**src/rtl/bcd2ex3_seq.sv**
```systemverilog
// Packed-BCD to excess-3 encoder, one digit per clock, LSD first.
// Digits above 9 encode as 0 and raise their bit in err_mask.
module bcd2ex3_seq #(
  parameter int NDIG = 4
) (
  input  logic              clk,
  input  logic              rst_n,
  input  logic              in_valid,
  output logic              in_ready,
  input  logic [4*NDIG-1:0] in_bcd,
  output logic              out_valid,
  input  logic              out_ready,
  output logic [4*NDIG-1:0] out_ex3,
  output logic [NDIG-1:0]   err_mask,
  output logic              out_err,
  output logic              busy
);

  localparam int CW = (NDIG > 1) ? $clog2(NDIG) : 1;

  typedef enum logic [1:0] {
    IDLE,
    CONV,
    DONE
  } state_t;

  state_t            state;
  state_t            state_nxt;
  logic [CW-1:0]     cnt;
  logic [4*NDIG-1:0] src;
  logic              last;
  logic [3:0]        dig;
  logic [3:0]        dig_ex3;
  logic              dig_bad;

  assign last     = (cnt == CW'(NDIG - 1));
  assign in_ready = (state == IDLE);
  assign busy     = (state != IDLE);
  assign out_err  = |err_mask;

  always_comb begin
    dig = 4'd0;
    for (int i = 0; i < NDIG; i++) begin
      if (cnt == CW'(i)) dig = src[4*i +: 4];
    end
  end

  assign dig_bad = (dig > 4'd9);
  assign dig_ex3 = dig_bad ? 4'd0 : dig + 4'd3;

  always_ff @(posedge clk or negedge rst_n) begin
    if (!rst_n) state <= IDLE;
    else        state <= state_nxt;
  end

  always_comb begin
    state_nxt = state;
    unique case (state)
      IDLE:    if (in_valid)  state_nxt = CONV;
      CONV:    if (last)      state_nxt = DONE;
      DONE:    if (out_ready) state_nxt = IDLE;
      default:                state_nxt = IDLE;
    endcase
  end

  always_ff @(posedge clk or negedge rst_n) begin
    if (!rst_n) out_valid <= 1'b0;
    else        out_valid <= (state_nxt == DONE);
  end

  always_ff @(posedge clk or negedge rst_n) begin
    if (!rst_n) begin
      src      <= '0;
      out_ex3  <= '0;
      err_mask <= '0;
      cnt      <= '0;
    end else if (state == IDLE && in_valid) begin
      src      <= in_bcd;
      out_ex3  <= '0;
      err_mask <= '0;
      cnt      <= '0;
    end else if (state == CONV) begin
      for (int i = 0; i < NDIG; i++) begin
        if (cnt == CW'(i)) begin
          out_ex3[4*i +: 4] <= dig_ex3;
          err_mask[i]       <= dig_bad;
        end
      end
      cnt <= last ? '0 : cnt + CW'(1);
    end
  end

endmodule

```
**config.mk**
```make
export PLATFORM = sky130hd
export DESIGN_NAME = bcd2ex3_seq
export DESIGN_NICKNAME = d
export VERILOG_FILES = /design/src/rtl/bcd2ex3_seq.sv
export SDC_FILE = /design/constraint.sdc
export NUM_CORES = 1
export LEC_CHECK = 0
export CAP_MARGIN = 5
export CORE_MARGIN = 3
export CORE_UTILIZATION = 45
export DETAILED_ROUTE_END_ITERATION = 16
export DONT_BUFFER_PORTS = 1
export PLACE_DENSITY = 0.58
export SYNTH_ARGS = -nofsm -noshare
export SYNTH_HDL_FRONTEND = slang
export SYNTH_SLANG_ARGS = --single-unit
```
**constraint.sdc**
```tcl
create_clock -name clk -period 2.62 [get_ports clk]
set_input_delay 0.131 -clock clk [delete_from_list [all_inputs] [get_ports clk]]
set_output_delay 0.131 -clock clk [all_outputs]
set_load 0.01 [all_outputs]
```
Word-level counts from Yosys, hierarchy flattened
Index checks and enable logic that the tools add are counted.
{ "classes": {"n_addsub": 2, "n_lt_le_gt_ge": 1, "n_eq_ne": 6, "mux": 24, "n_reduce_logical": 14} }
{ "ops": {"columns": ["op", "count"], "rows": [
  ["$mux 4", 11],
  ["$mux 16", 2],
  ["$mux 2", 6],
  ["$reduce_bool 2->1", 6],
  ["$eq 2x2->1 const B", 4],
  ["$reduce_and 2->1", 4],
  ["$pmux 2 s3", 1],
  ["$add 4x2->4 const B", 1],
  ["$eq 2x1->1 const B", 2],
  ["$gt 4x4->1 const B", 1],
  ["$logic_not 2->1", 2],
  ["$mux 1", 4],
  ["$reduce_or 4->1", 1],
  ["$add 2x1->2 const B", 1],
  ["$logic_and 1x1->1", 1]
]} }
{ "word_totals": {"reg_bits": 41, "input_bits": 20, "out_inout_bits": 24, "word_cells": 59} }

Logic depth before layout (Yosys ltp)
{ "logic_depth": {"ltp_word": 10, "depth_mapped": 12, "mapped_depth_nobuf": 11} }

Worst setup path before layout
OpenSTA, ideal clock, no wires.
{ "synth_path": {"kind": "reg-to-reg", "from": "register cnt[0]", "to": "register out_ex3[0]", "setup_ns": 0.122, "t_arrival_ns": 2.591, "required_ns": 2.498, "path_slack_ns": -0.093, "stages_incl_launch_ff": 11, "n_path_buf": 1, "synth_period_minus_slack_ns": 2.713, "path_cell_list": "dfrtp_1 -> ha_1 -> buf_2 -> nor2b_1 -> a221oi_1 -> or2_2 -> ha_1 -> or2_2 -> a211oi_4 -> nor2_2 -> a32o_1"} }
{ "synth_between": {"elab_chain_len": 10, "elab_cells_between_ends": 16, "classes_between": "add/sub: 1; order compare: 1; eq/ne: 3; mux: 8; reduce/logical: 3"} }
{ "synth_lines": {"columns": ["item", "line", "source"], "rows": [
  ["from (decl)", "29", "logic [CW-1:0] cnt;"],
  ["from (signal assigned)", "89", "cnt <= last ? '0 : cnt + CW'(1);"],
  ["$logic_not 2->1", "44, 84", null],
  ["$mux 4 (4 in a row)", "44", "if (cnt == CW'(i)) dig = src[4*i +: 4];"],
  ["$add 4x2->4 / $gt 4x4->1 (equally long branches)", "49, 48", null],
  ["$mux 4", "49", "assign dig_ex3 = dig_bad ? 4'd0 : dig + 4'd3;"],
  ["$mux 4", "84", "if (cnt == CW'(i)) begin"],
  ["$mux 16", "82", "end else if (state == CONV) begin"],
  ["$mux 16", "77", "end else if (state == IDLE && in_valid) begin"],
  ["to (signal, indexed assignment)", "85", "out_ex3[4*i +: 4] <= dig_ex3;"],
  ["to (decl)", "13", "output logic [4*NDIG-1:0] out_ex3,"]
]} }
Several ways; a longest one is shown, not always the timed one. The select of a mux whose other input is x is not followed.
A chain may end at the register's enable or synchronous reset.

Worst setup path after layout
{ "layout_path": {"from": "register cnt[0]", "to": "register out_ex3[8]"} }
{ "layout_between": {"elab_chain_len": 10, "elab_cells_between_ends": 16, "classes_between": "add/sub: 1; order compare: 1; eq/ne: 3; mux: 8; reduce/logical: 3"} }
{ "layout_lines": {"columns": ["item", "line"], "rows": [
  ["$logic_not 2->1", "44"],
  ["$mux 4 (4 in a row)", "44"],
  ["$add 4x2->4 / $gt 4x4->1 (equally long branches)", "49, 48"],
  ["$mux 4", "49"],
  ["$mux 4", "84"],
  ["$mux 16", "82"],
  ["$mux 16", "77"]
]} }
Several ways; a longest one is shown, not always the timed one. The select of a mux whose other input is x is not followed.

==> metrics.md <==
| Metric | Value |
|---|---|
| Status | finished clean |
| Multi-input gate area | between 800 and 900 um2 |
| Htree depth | 2 |
| Die span in y | ~70 um |
| NumNets Final | 220 |
| Fillers | between 300 and 400 |
| Routed wire length | between 4 and 5 mm |
| Tcrit/Tclk final | 0.962 |
| Initial Utilization | 0.486 |
| Post-synthesis xor/xnor area fraction | 0 |
| Post-Place Cells | 212 |
| First-pass GRT wire length | around 7 mm |
| Worst Clk Skew | between 4 and 5 ps |
| Final Max Tran Viols | 0 |
| WS Path Type | reg2reg |
| GP Congestion | about 0.83 |
| Max IR drop VDD | 0.791 mV |
| ANT cells | 0 |
| Data arrival, critical path | roughly 2700 ps |
| Port Buffers | 0 |
| Post-route ant nets | 0 |
| Util after Layout | 0.629 |
| Area of the die | 4940 um2 |
| CTS Buf Count | 5 |
| Worst-Margin Slew | 454 ps |
| Grt ovf | 0 |
| DRC viols | 0 |
| Register bit count reported by yosys | 41 |
| CTS root buf | clkbuf_8 |
| Synth warn | 0 |
| Total track usage | 0.186 |
| Register area | ~1000 um2 |
| Clock sink total | just over 40 |
| Startpoint class of the critical path | flop |
| Core Rows | 22 |
| Syn_area_per_cell | around 12 um2 |
| HP Class | in2reg |
| Worst setup margin | 99.3 ps |
| Netlist cell types | 31 |
| Endpoints failing setup | 0 |
| IO Pins | 44 |
| Critical Path Sink Type | flop |
| Syn nets | 186 |
| Vias | 1380 |
| Post-synth EDFFs | 0 |
| Place WS | -44.9 ps |
| CTS tree | done |
| Post-Synth Adder-Cell Area | 0.0404 |
| Fin cells | ~240 |
| Seq/Total Area, Yosys | 0.552 |
| Clk Latency, worst-skew pair | about 290 ps |
| DP HPWL | about 3.0 mm |
| Cells after Synth | 160 |
| Clock-pin slew on the worst setup and hold paths | ~80 ps |
| Via-to-Cell Ratio | ~5.7 |
| Tot Pwr | roughly 3.6 mW |
| TNS Setup | 0 ps |
| Crit Path Max Fanout | 4 |
| Layout cell share with drive strength beyond 1 | 0.313 |
| Ys async rst share | 1.00 |
| Leak | around 1.1 nW |
| Rel. slew slack | 0.697 |
| Largest family of logic cells by synthesized area | compound AO/OA/AOI/OAI gates |
| Top FF cell, synth | dfrtp_1 |
| First-pass iteration count of the detailed router | 4 |
| FMAX | 397 MHz |
| Critical Path RT | between 2000 and 3000 ps |
| Final Hold Viols | 0 |
| Largest net degree at the start of global routing | 42 |
| Post-DR wirelength/cell | 17.3 um |
| Core box area | roughly 3800 um2 |
| Max cap viols | 0 |
| Die X | ~70 um |
| DRT iter0 DRCs | 99 |
| Syn-to-layout area delta | 29.4% |
| Syn Std Cell Area | roughly 1900 um2 |
| Max clock buf depth | 2 |
| Final min period | around 2500 ps |
| Vias in the first global route | about 1500 |
| Post-synthesis mux area share | 0.107 |
| Initial antenna violation count | 0 |
| Cell Pwr Density | around 1500 nW/um2 |
| Simple-Gate Fraction of Synth Area | 0.100 |
| Post-synthesis compound-gate area fraction | 0.170 |
[per-stage QoR]
step	area, um2	hold WS, ps
detailed placement	1980	-163
global placement	1980	-164
global route	2410	26.2
floorplan	1870	-165
finish	2410	16.3
CTS	2310	13.8
[power breakdown]
group / switching [mW] / internal (mW) / total (mW) / leakage (nW)
Clock: 0.211 / 0.238 / 0.449 / 0.0542
Sequential: 0.247 / 0.904 / 1.15 / 0.515
Combinational: 1.03 / 0.975 / 2.01 / 0.495
[logic make-up after synthesis]
kind of cell,after synthesis
AOI/OAI and AO/OA,42
DFF,41
and+or+nand+nor,39
muxes,18
buffers and inverters,14
adders and majority gates,6
[metal layers]
metal / wire length (um) / track usage / part of all wire
met5: 0 / 0 / 0
met2: 2110 / 0.297 / 0.50
met4: 90 / 0.0745 / 0.021
met3: 256 / 0.0777 / 0.061
met1: 1740 / 0.221 / 0.42
[final timing paths]
path                           start          to  slack (ps)  cells after the start
max                           cnt[0]  out_ex3[8]         100                     11
min                        out_ready    state[1]          20                      3
max reg2reg                   cnt[0]  out_ex3[8]         100                     11
min reg2reg                 state[0]    state[0]         510                      1
max in group asynchronous      rst_n      cnt[1]        2120                      2
min in group asynchronous      rst_n     src[10]         300                      2
[cell usage in the layout, fill, tap and decap left out, types with 4 or more instances in the layout]
cell type / netlist / routed
o22ai_1: 4 / 4
a32o_1: 6 / 6
buf_4: 0 / 15
clkbuf_8: 0 / 7
o21ai_0: 10 / 10
mux2_2: 15 / 15
a21oi_1: 6 / 6
a22o_1: 4 / 4
nand2_1: 18 / 18
nor2_1: 6 / 5
dlygate4sd3_1: 0 / 17
inv_1: 7 / 5
dfrtp_1: 41 / 39
[cell usage after synthesis, types with 4 or more instances]
master    instances  area share
inv_1             7       0.014
a221oi_1          4       0.019
ha_1              6       0.040
mux2_2           15       0.091
nand2_1          18       0.036
o22ai_1           4       0.013
a21oi_1           6       0.016
a32o_1            6       0.032
dfrtp_1          41        0.55
a22o_1            4       0.019
or2_2             4       0.013
nor2_1            6       0.012
o21ai_0          10       0.027
buf_2             4       0.011
[sequential cells by signal, indices dropped and copies added, names as in the netlist]
signal / count
cnt: 2
err_mask: 4
out_ex3: 16
out_valid: 1
src: 16
state: 2
[worst max-delay path, stage by stage (launching register included)]
cell	delay, ps
dfrtp_2	440
inv_4	70
ha_4	160
nor2b_4	130
buf_4	130
a221oi_4	270
nor2_2	90
ha_2	190
or2_4	240
a211oi_4	350
nor2_4	70
a32o_1	260
[cell type report]
| class | count | share of cell area |
|---|---|---|
| clock buffers | 7 | 0.0400 |
| clock inverters | 1 | 0.00208 |
| inverters | 7 | 0.0120 |
| multi-input cells | 105 | 0.363 |
| flip-flops and latches | 41 | 0.427 |
| well taps | 48 | 0.0250 |
| repair buffers | 34 | 0.131 |
[repair_timing]
action | CTS | global route
hold buffers | 18 | 0
pin swaps | 1 | 8
setup endpoints to repair | 8 | 16
buffers inserted | 3 | 2
endpoints found under the hold margin | 57 | 0
resized for setup | 4 | 19
Note: power is estimated with default switching activity, not from simulation.
